## config.mk

```make
export PLATFORM = sky130hd
export DESIGN_NAME = mmio_timer
export DESIGN_NICKNAME = d
export VERILOG_FILES = /design/src/rtl/mmio_timer.sv
export SDC_FILE = /design/constraint.sdc
export NUM_CORES = 1
export LEC_CHECK = 0
export BUFFER_PORTS_ARGS = -buffer_cell sky130_fd_sc_hd__buf_2
export CAP_MARGIN = 10
export CORE_ASPECT_RATIO = 1.1
export CORE_MARGIN = 8
export CORE_UTILIZATION = 50
export DETAILED_ROUTE_END_ITERATION = 12
export PLACE_DENSITY_LB_ADDON = 0.15
export SLEW_MARGIN = 15
export SYNTH_ARGS = -nofsm -noshare
export SYNTH_HDL_FRONTEND = slang
export SYNTH_SLANG_ARGS = --single-unit
```

## constraint.sdc

```tcl
create_clock -name clk -period 3.04 [get_ports clk]
set_clock_uncertainty 0.15 [all_clocks]
set_input_delay 0.456 -clock clk [delete_from_list [all_inputs] [get_ports clk]]
set_output_delay 0.456 -clock clk [all_outputs]
set_load 0.01 [all_outputs]
```

## src/rtl/mmio_timer.sv

```systemverilog
// Memory-mapped prescaled 32-bit up-counter with compare match, overflow flag and level irq.
// Occupies a 16-byte window at BASE: CTRL, COUNT, COMPARE, STATUS.
module mmio_timer #(
    parameter logic [31:0] BASE = 32'h0000_0400
) (
    input  logic        clk,
    input  logic        reset,
    input  logic        we,
    input  logic [31:0] addr,
    input  logic [31:0] wd,
    output logic [31:0] rd,
    output logic        hit,
    output logic        irq
);

    logic        ctrlEn;
    logic        ctrlAutoReload;
    logic        ctrlIrqEn;
    logic [7:0]  prescale;
    logic [7:0]  pre;
    logic [31:0] count;
    logic [31:0] compare;
    logic        statusMatch;
    logic        statusOvf;

    logic        wrCtrl;
    logic        wrCount;
    logic        wrCompare;
    logic        wrStatus;
    logic        tick;
    logic        countEqCompare;
    logic        reload;
    logic        setMatch;
    logic        setOvf;
    logic [32:0] countInc;
    logic        unusedAddrBits;

    assign hit            = (addr[31:4] == BASE[31:4]);
    assign unusedAddrBits = ^addr[1:0];

    assign wrCtrl    = we && hit && (addr[3:2] == 2'd0);
    assign wrCount   = we && hit && (addr[3:2] == 2'd1);
    assign wrCompare = we && hit && (addr[3:2] == 2'd2);
    assign wrStatus  = we && hit && (addr[3:2] == 2'd3);

    assign tick           = ctrlEn && (pre == prescale);
    assign countEqCompare = (count == compare);
    assign reload         = countEqCompare && ctrlAutoReload;
    assign countInc       = {1'b0, count} + 33'd1;

    // A COUNT write in a tick cycle suppresses the tick's flag updates entirely.
    assign setMatch = tick && !wrCount && countEqCompare;
    assign setOvf   = tick && !wrCount && !reload && countInc[32];

    assign irq = ctrlIrqEn && statusMatch;

    always_ff @(posedge clk or posedge reset) begin
        if (reset) begin
            ctrlEn         <= 1'b0;
            ctrlAutoReload <= 1'b0;
            ctrlIrqEn      <= 1'b0;
            prescale       <= 8'd0;
            pre            <= 8'd0;
            count          <= 32'd0;
            compare        <= 32'd0;
            statusMatch    <= 1'b0;
            statusOvf      <= 1'b0;
        end else begin
            if (wrCtrl) begin
                ctrlEn         <= wd[0];
                ctrlAutoReload <= wd[1];
                ctrlIrqEn      <= wd[2];
                prescale       <= wd[15:8];
            end

            if (wrCompare) begin
                compare <= wd;
            end

            if (!ctrlEn || wrCount || tick) begin
                pre <= 8'd0;
            end else begin
                pre <= pre + 8'd1;
            end

            if (wrCount) begin
                count <= wd;
            end else if (tick) begin
                count <= reload ? 32'd0 : countInc[31:0];
            end

            // Hardware set takes priority over a simultaneous write-1-clear.
            statusMatch <= setMatch || (statusMatch && !(wrStatus && wd[0]));
            statusOvf   <= setOvf   || (statusOvf   && !(wrStatus && wd[1]));
        end
    end

    always_comb begin
        rd = 32'd0;
        if (hit) begin
            case (addr[3:2])
                2'd0:    rd = {16'd0, prescale, 5'd0, ctrlIrqEn, ctrlAutoReload, ctrlEn};
                2'd1:    rd = count;
                2'd2:    rd = compare;
                default: rd = {30'd0, statusOvf, statusMatch};
            endcase
        end
    end

endmodule
```

==> reports/metrics.cfg, run 1 <==
[finish]
finalNonFillerCells=825
fillCellCount=979
drive_gt1_share_pct=29.1
area_growth_pct=17.6
diodes=0
fin_nets=742

[sta]
setup_ws_ns=0.379
rsz0062_at_grt=false
finalCritPeriodShare_pct=87.5
slew_violations=0
clock.fmax_ghz=0.376
setup_tns_ns=0
whs_ns=0.0619
worst_pin_slew_ns=0.752
layout_min_cycle_time_ns=2.66
setup_viol=0
final-hold-violation-count=0
relSlewSlack_pct=49.8

[routing]
drt-vias-per-instance=6.04
vias=4981
drt_iter0_drc=308
wirelength_mm=16.0
drt.antenna.violating_nets=0
dr.pass1.iters=4
wire_per_inst_um=19.4
route.detailed.drc=0

[floorplan]
core_um2=10800
die_w_um=116
fp.dieH_um=126
ios=101
die-area_um2=14500
start_util_pct=50.7
rows=40

[logic_synthesis]
synth_top_family_by_area=simple AND/OR/NAND/NOR gates
synth-main-ff-cell=dfrtp_1
synth_edf_count=0
yosysUniqueCellTypes=52
ys_warn_count=0
syn_area_per_cell_um2=9.29
yosys.area_share.simple_pct=21.6
synth_compound_area_share_pct=14.3
seq_area_frac_synth_pct=39.0
synthAdderAreaFrac_pct=0.459
yosysTopAreaCellShare_pct=39.0
synth-async-reset-ratio_pct=100
syn_nets=656
syn_inst=587
yosys.area.top_type=dfrtp_1
synth_area_leaders=dfrtp_1 (39%), mux2_2 (8.7%), xnor2_1 (6.1%)
muxShareOfSynthArea_pct=11.5
ys_ff_latch=85
synth_xor_area_share_pct=7.80
syn_area_um2=5450

[pwr]
p_per_area_nw_per_um2=378
vdd_drop_max_v=0.000238
p_leak_nw=2.81

[clock_network]
clkTransAtPathRegs_ns=0.06
cts-root-buf=clkbuf_16
cts_buffer_depth=2
postCtsResizedCells=0
clkLatencyLatePin_ns=0.35
cts_tree=yes
cts.htree.levels=3
cts.sinks=85
hold_buffers=0
numCtsBuffers=9
cts_setup_buffers=0

[global_route]
grt.total_usage_pct=22.6
grt_pass1_wl_mm=26.1
overflow=0
grt_max_degree=47
grt_pass1_vias=5038
antenna_found_initial=0

[worst_setup_path]
cp-start-kind=flip-flop
endpoint_kind=flip-flop
startpoint=compare[11]
regToRegSetupSlack_ns=0.38
worstSetupPathType=reg2reg
worstReg2RegEnd=count[5]
crit_required_ns=3.11
path_max_fanout=17
r2r-start=compare[11]
cp.arrival_ns=2.73
critPathCapture=count[5]
r2r_cells=7

[flow_run]
cap_violations=0

[placement]
dp.final_hpwl_mm=11.5
place_congestion=0.909
dp.cells=809
io_buffers=98
pre_cts_slack_ns=0.436

[status]
status=finished clean

[min_path]
min_path_type=in2async

==> worst max-delay path: stages (launching register included) <==
cell and delay, ns:
dfrtp_1 0.41, xnor2_1 0.33, nand4_1 0.29, nor4_4 0.36
nand3_2 0.37, buf_4 0.32, a32oi_1 0.21, o21ai_1 0.10
==> synth_stat cells, types with 10 or more instances <==
master,count
a22oi_1,22
mux2i_1,10
nand3_1,20
nor3_1,18
nor2_1,73
buf_2,10
and3_1,12
a31oi_1,25
nand4_1,18
a21oi_1,27
and2_1,10
xnor2_1,38
nand2_1,32
a32oi_1,12
dfrtp_1,85
o21ai_1,13
mux2_2,42
clkbuf_1,21
==> per-layer routing <==
metal  GRT usage (%)  vias up  part of all wire, %
met3            4.00       32                  7.2
met5               0        -                    0
met4            10.6        0                  2.9
li1                -     2339                    -
met2            35.7      194                   49
met1            29.2     2416                   41
==> layout make-up <==
class,count,area (µm²),share of cell area (%)
well taps,147,184,2.87
clock inverters,3,42.5,0.664
inverters,7,27.5,0.430
clock buffers,13,270,4.22
multi-input cells,448,3050,47.6
flip-flops and latches,85,2130,33.2
repair buffers,122,708,11.1
==> report_power, final <==
group          switching, mW  total [mW]  internal, mW
combinational         0.0741       0.125        0.0506
clock                  0.461        1.16         0.703
sequential       0.000000138        1.13          1.13
total                  0.535        2.42          1.88
==> state kept, by name, indices dropped and copies added (netlist names) <==
register,flops
compare,32
ctrlIrqEn,1
ctrlEn,1
prescale,8
statusOvf,1
ctrlAutoReload,1
pre,8
statusMatch,1
count,32
==> cells by family (layout without fill, tap and decap cells) <==
group	after synthesis	in the layout
XOR/XNOR	46	46
AND/OR/NAND/NOR	226	226
multiplexers	55	55
flip-flops	85	85
AO/OA/AOI/OAI	119	119
buffers and inverters	54	145
adder cells (fa/ha/maj)	2	2
==> per-stage QoR <==
step	power (mW)	area [µm²]	utilization, %
2_1_floorplan	1.20	5450	-
3_5_place_dp	1.28	6100	56.7
4_1_cts	2.43	6410	59.6
6_report	2.42	6410	59.6
5_1_grt	2.49	6410	59.6
3_3_place_gp	1.28	6100	56.7
==> cells in the final DEF (no fill, tap or decap), types with 3 or more instances in the layout <==
| master | count |
|---|---|
| and3_1 | 12 |
| mux2_2 | 42 |
| or3_1 | 3 |
| dfrtp_1 | 85 |
| clkbuf_16 | 9 |
| xnor2_1 | 38 |
| nor4_1 | 7 |
| nand2b_1 | 3 |
| or2_2 | 3 |
| nand4_1 | 18 |
| nand2_1 | 32 |
| mux2i_1 | 10 |
| xnor2_2 | 3 |
| a31oi_1 | 25 |
| xor2_1 | 5 |
| nor2_1 | 73 |
| clkbuf_8 | 3 |
| o21ai_1 | 13 |
| a32oi_1 | 12 |
| and2_1 | 10 |
| buf_2 | 98 |
| buf_12 | 3 |
| or4_1 | 8 |
| a21oi_1 | 27 |
| nand3_1 | 20 |
| o21ai_0 | 8 |
| inv_1 | 6 |
| buf_4 | 21 |
| nor3_1 | 18 |
| a22oi_1 | 22 |
| and4_1 | 8 |
==> how the worst min path moves through the flow <==
stage                      from  cells past startpoint          end  slack [ns]
finish                    reset                      2     count[5]        0.06
global placement    statusMatch                      1  statusMatch        0.35
CTS                       reset                      2     count[4]        0.08
global route              reset                      2     count[6]        0.12
detailed placement  statusMatch                      1  statusMatch        0.35
floorplan           statusMatch                      1  statusMatch        0.31
Power figures use the tool's default switching activity.
==> run 2: changes to the inputs <==
--- a/config.mk
+++ b/config.mk
@@ -12,6 +12,7 @@
 export CORE_UTILIZATION = 50
 export DETAILED_ROUTE_END_ITERATION = 12
 export PLACE_DENSITY_LB_ADDON = 0.15
+export RECOVER_POWER = 25
 export SLEW_MARGIN = 15
 export SYNTH_ARGS = -nofsm -noshare
 export SYNTH_HDL_FRONTEND = slang
==> constraint.sdc (replaced) <==
create_clock -name clk -period 3.04 [get_ports clk]
set_clock_uncertainty 0.15 [all_clocks]
set_input_delay 0.608 -clock clk [delete_from_list [all_inputs] [get_ports clk]]
set_output_delay 0.608 -clock clk [all_outputs]
set_load 0.01 [all_outputs]
==> run 2 against run 1 <==
Effect of this change:
- the flow now finishes with violations (max-capacitance violations, max-slew violations)
- cell count is 0.12% higher
- design area is 0.35% higher
- critical endpoint is now count[28]
- die area stayed put
- flip-flop and latch count stayed put
- worst setup slack worse by 0.034 ns
- sequential share of layout area is 0.12 points lower
- fmax is 1.2% lower
- hold slack better by 0.29 ns
- register-to-register slack worse by 0.03 ns
- count of clock-buffer cells in the layout stayed put
- clock power is 4% higher
- largest cell class unchanged
==> reports/metrics.cfg, run 2 (synthesis results as in run 1) <==
[status]
status=complete, but fails checks  ; was finished clean
violations=max-capacitance violations, max-slew violations

[routing]
dr.pass1.iters=5  ; was 4
drt_iter0_drc=364  ; was 308
route.detailed.drc=0  ; unchanged
vias=4944  ; was 4981
drt.antenna.violating_nets=0  ; unchanged
drt-vias-per-instance=5.99  ; was 6.04
wirelength_mm=16.1  ; was 16.0 mm
wire_per_inst_um=19.4  ; about the same

[worst_setup_path]
endpoint_kind=flip-flop  ; unchanged
worstReg2RegEnd=count[28]  ; was count[5]
crit_family=simple AND/OR/NAND/NOR gates  ; unchanged
r2r-start=compare[11]  ; unchanged
path_buf_inv=1  ; unchanged
regToRegSetupSlack_ns=0.35  ; was 0.38 ns
cp_slowest_cell=dfrtp_1  ; unchanged
slowest_delay_ns=0.41  ; about the same
crit_required_ns=3.11  ; about the same
cp-start-kind=flip-flop  ; unchanged
worstSetupPathType=reg2reg  ; unchanged
cp.arrival_ns=2.77  ; was 2.73 ns
path_max_fanout=16  ; was 17
r2r_cells=7  ; unchanged
crit_chain=xnor2_1, nand4_1, nor4_4, nand3_2, buf_4, a311oi_1, nor3_1  ; was xnor2_1, nand4_1, nor4_4, nand3_2, buf_4, a32oi_1, o21ai_1

[global_route]
antenna_found_initial=0  ; unchanged
grt_max_degree=46  ; was 47
grt.total_usage_pct=22.8  ; was 22.6%
grt_pass1_wl_mm=26.2  ; was 26.1 mm
grt_pass1_vias=4991  ; was 5038
overflow=0  ; unchanged

[clock_network]
clkTransAtPathRegs_ns=0.06  ; about the same
cts.htree.levels=3  ; unchanged
cts-root-buf=clkbuf_16  ; unchanged
clkLatencyLatePin_ns=0.34  ; was 0.35 ns
cts_buffer_depth=2  ; unchanged
hold_buffers=0  ; unchanged
cts_setup_buffers=0  ; unchanged
postCtsResizedCells=0  ; unchanged
numCtsBuffers=9  ; unchanged
cts_tree=yes  ; unchanged
cts.sinks=85  ; unchanged

[pwr]
power_frac_clock_pct=49.1  ; was 48.1%
p_per_area_nw_per_um2=384  ; was 378 nW/µm²
internal-power_mw=1.95  ; was 1.88 mW
swShare_pct=21.2  ; was 22.1%
p_leak_nw=2.81  ; about the same
power_frac_comb_pct=5.1  ; was 5.2%
p_seq_share_pct=45.8  ; was 46.7%
p_switching_uw=523  ; was 535 µW
vdd_drop_max_v=0.000280  ; was 0.000238 V

[flow_run]
cap_violations=1  ; was 0

[placement]
io_buffers=98  ; unchanged
dp.cells=810  ; was 809
place_congestion=0.889  ; was 0.909
dp.final_hpwl_mm=11.6  ; was 11.5 mm

[sta]
worst_pin_slew_ns=1.93  ; was 0.752 ns
clock.fmax_ghz=0.371  ; was 0.376 GHz
setup_tns_ns=0  ; unchanged
setup_viol=0  ; unchanged
layout_min_cycle_time_ns=2.69  ; was 2.66 ns
relSlewSlack_pct=-29.5  ; was 49.8%
finalCritPeriodShare_pct=88.6  ; was 87.5%
final-hold-violation-count=0  ; unchanged
rsz0062_at_grt=false  ; unchanged
slew_violations=41  ; was 0

[floorplan]
core_um2=10800  ; unchanged
start_util_pct=50.7  ; unchanged
die_w_um=116  ; unchanged
ios=101  ; unchanged
rows=40  ; unchanged
die-area_um2=14500  ; unchanged
fp.dieH_um=126  ; unchanged

[min_path]
hp-start=wd[4]
hold_end=count[4]
hold_path_depth=3
min_path_type=in2reg  ; was in2async

[finish]
fin_nets=743  ; was 742
drive_gt1_share_pct=29.0  ; was 29.1%
final_common_cell=buf_2  ; unchanged
area_growth_pct=18.0  ; was 17.6%
finalNonFillerCells=826  ; was 825
top_regs=compare x32, count x32  ; unchanged
final_cell_mix=buf_2 (98), dfrtp_1 (85), nor2_1 (73)  ; unchanged
diodes=0  ; unchanged

## run 2: worst max path at each step
stage,startpoint,end,slack [ns],cells after the start
floorplan,reset,compare[0],0.09,1
global placement,addr[10],pre[6],0.32,10
detailed placement,addr[10],pre[4],0.25,10
CTS,compare[11],count[31],0.43,7
global route,count[22],count[31],0.26,7
finish,compare[11],count[28],0.35,7
## run 2: stage by stage
step / total power, mW / hold slack [ns] / util, % / setup WS [ns] / instance area, µm²
3_5_place_dp: 1.28 / 0.356 / 56.7 / 0.255 / 6100
6_report: 2.47 / 0.355 / 59.8 / 0.346 / 6430
3_3_place_gp: 1.28 / 0.349 / 56.7 / 0.320 / 6100
4_1_cts: 2.49 / 0.249 / 59.8 / 0.430 / 6430
2_1_floorplan: 1.20 / 0.315 / - / 0.0885 / 5450
5_1_grt: 2.54 / 0.364 / 59.8 / 0.259 / 6430
## run 2: worst reg2reg max path, stage by stage, from the launching register on
cell      delay [ns]
dfrtp_1         0.41
xnor2_1         0.34
nand4_1         0.30
nor4_4          0.36
nand3_2         0.37
buf_4           0.32
a311oi_1        0.23
nor3_1          0.08
## run 2: layout make-up
cell class	instances	area, µm²
Clock buffer	13	260
Clock inverter	3	67.6
Fill cell	963	4330
Inverter	7	27.5
Multi-Input combinational cell	448	3050
Sequential cell	85	2130
Tap cell	147	184
Timing Repair Buffer	123	716
## run 2: layer usage
layer	vias up	track usage (%)	routed length, µm
met5	-	0	0
met4	0	6.89	281
met3	25	3.32	797
met2	149	38.8	8090
met1	2442	28.9	6890
li1	2328	-	-
## run 2: power by group through the flow
stage | clock [mW] | combinational [mW] | sequential [mW]
finish | 1.21 | 0.125 | 1.13
CTS | 1.23 | 0.127 | 1.13
detailed placement | 0 | 0.127 | 1.15
global route | 1.27 | 0.139 | 1.13
floorplan | 0 | 0.0504 | 1.15
global placement | 0 | 0.125 | 1.15
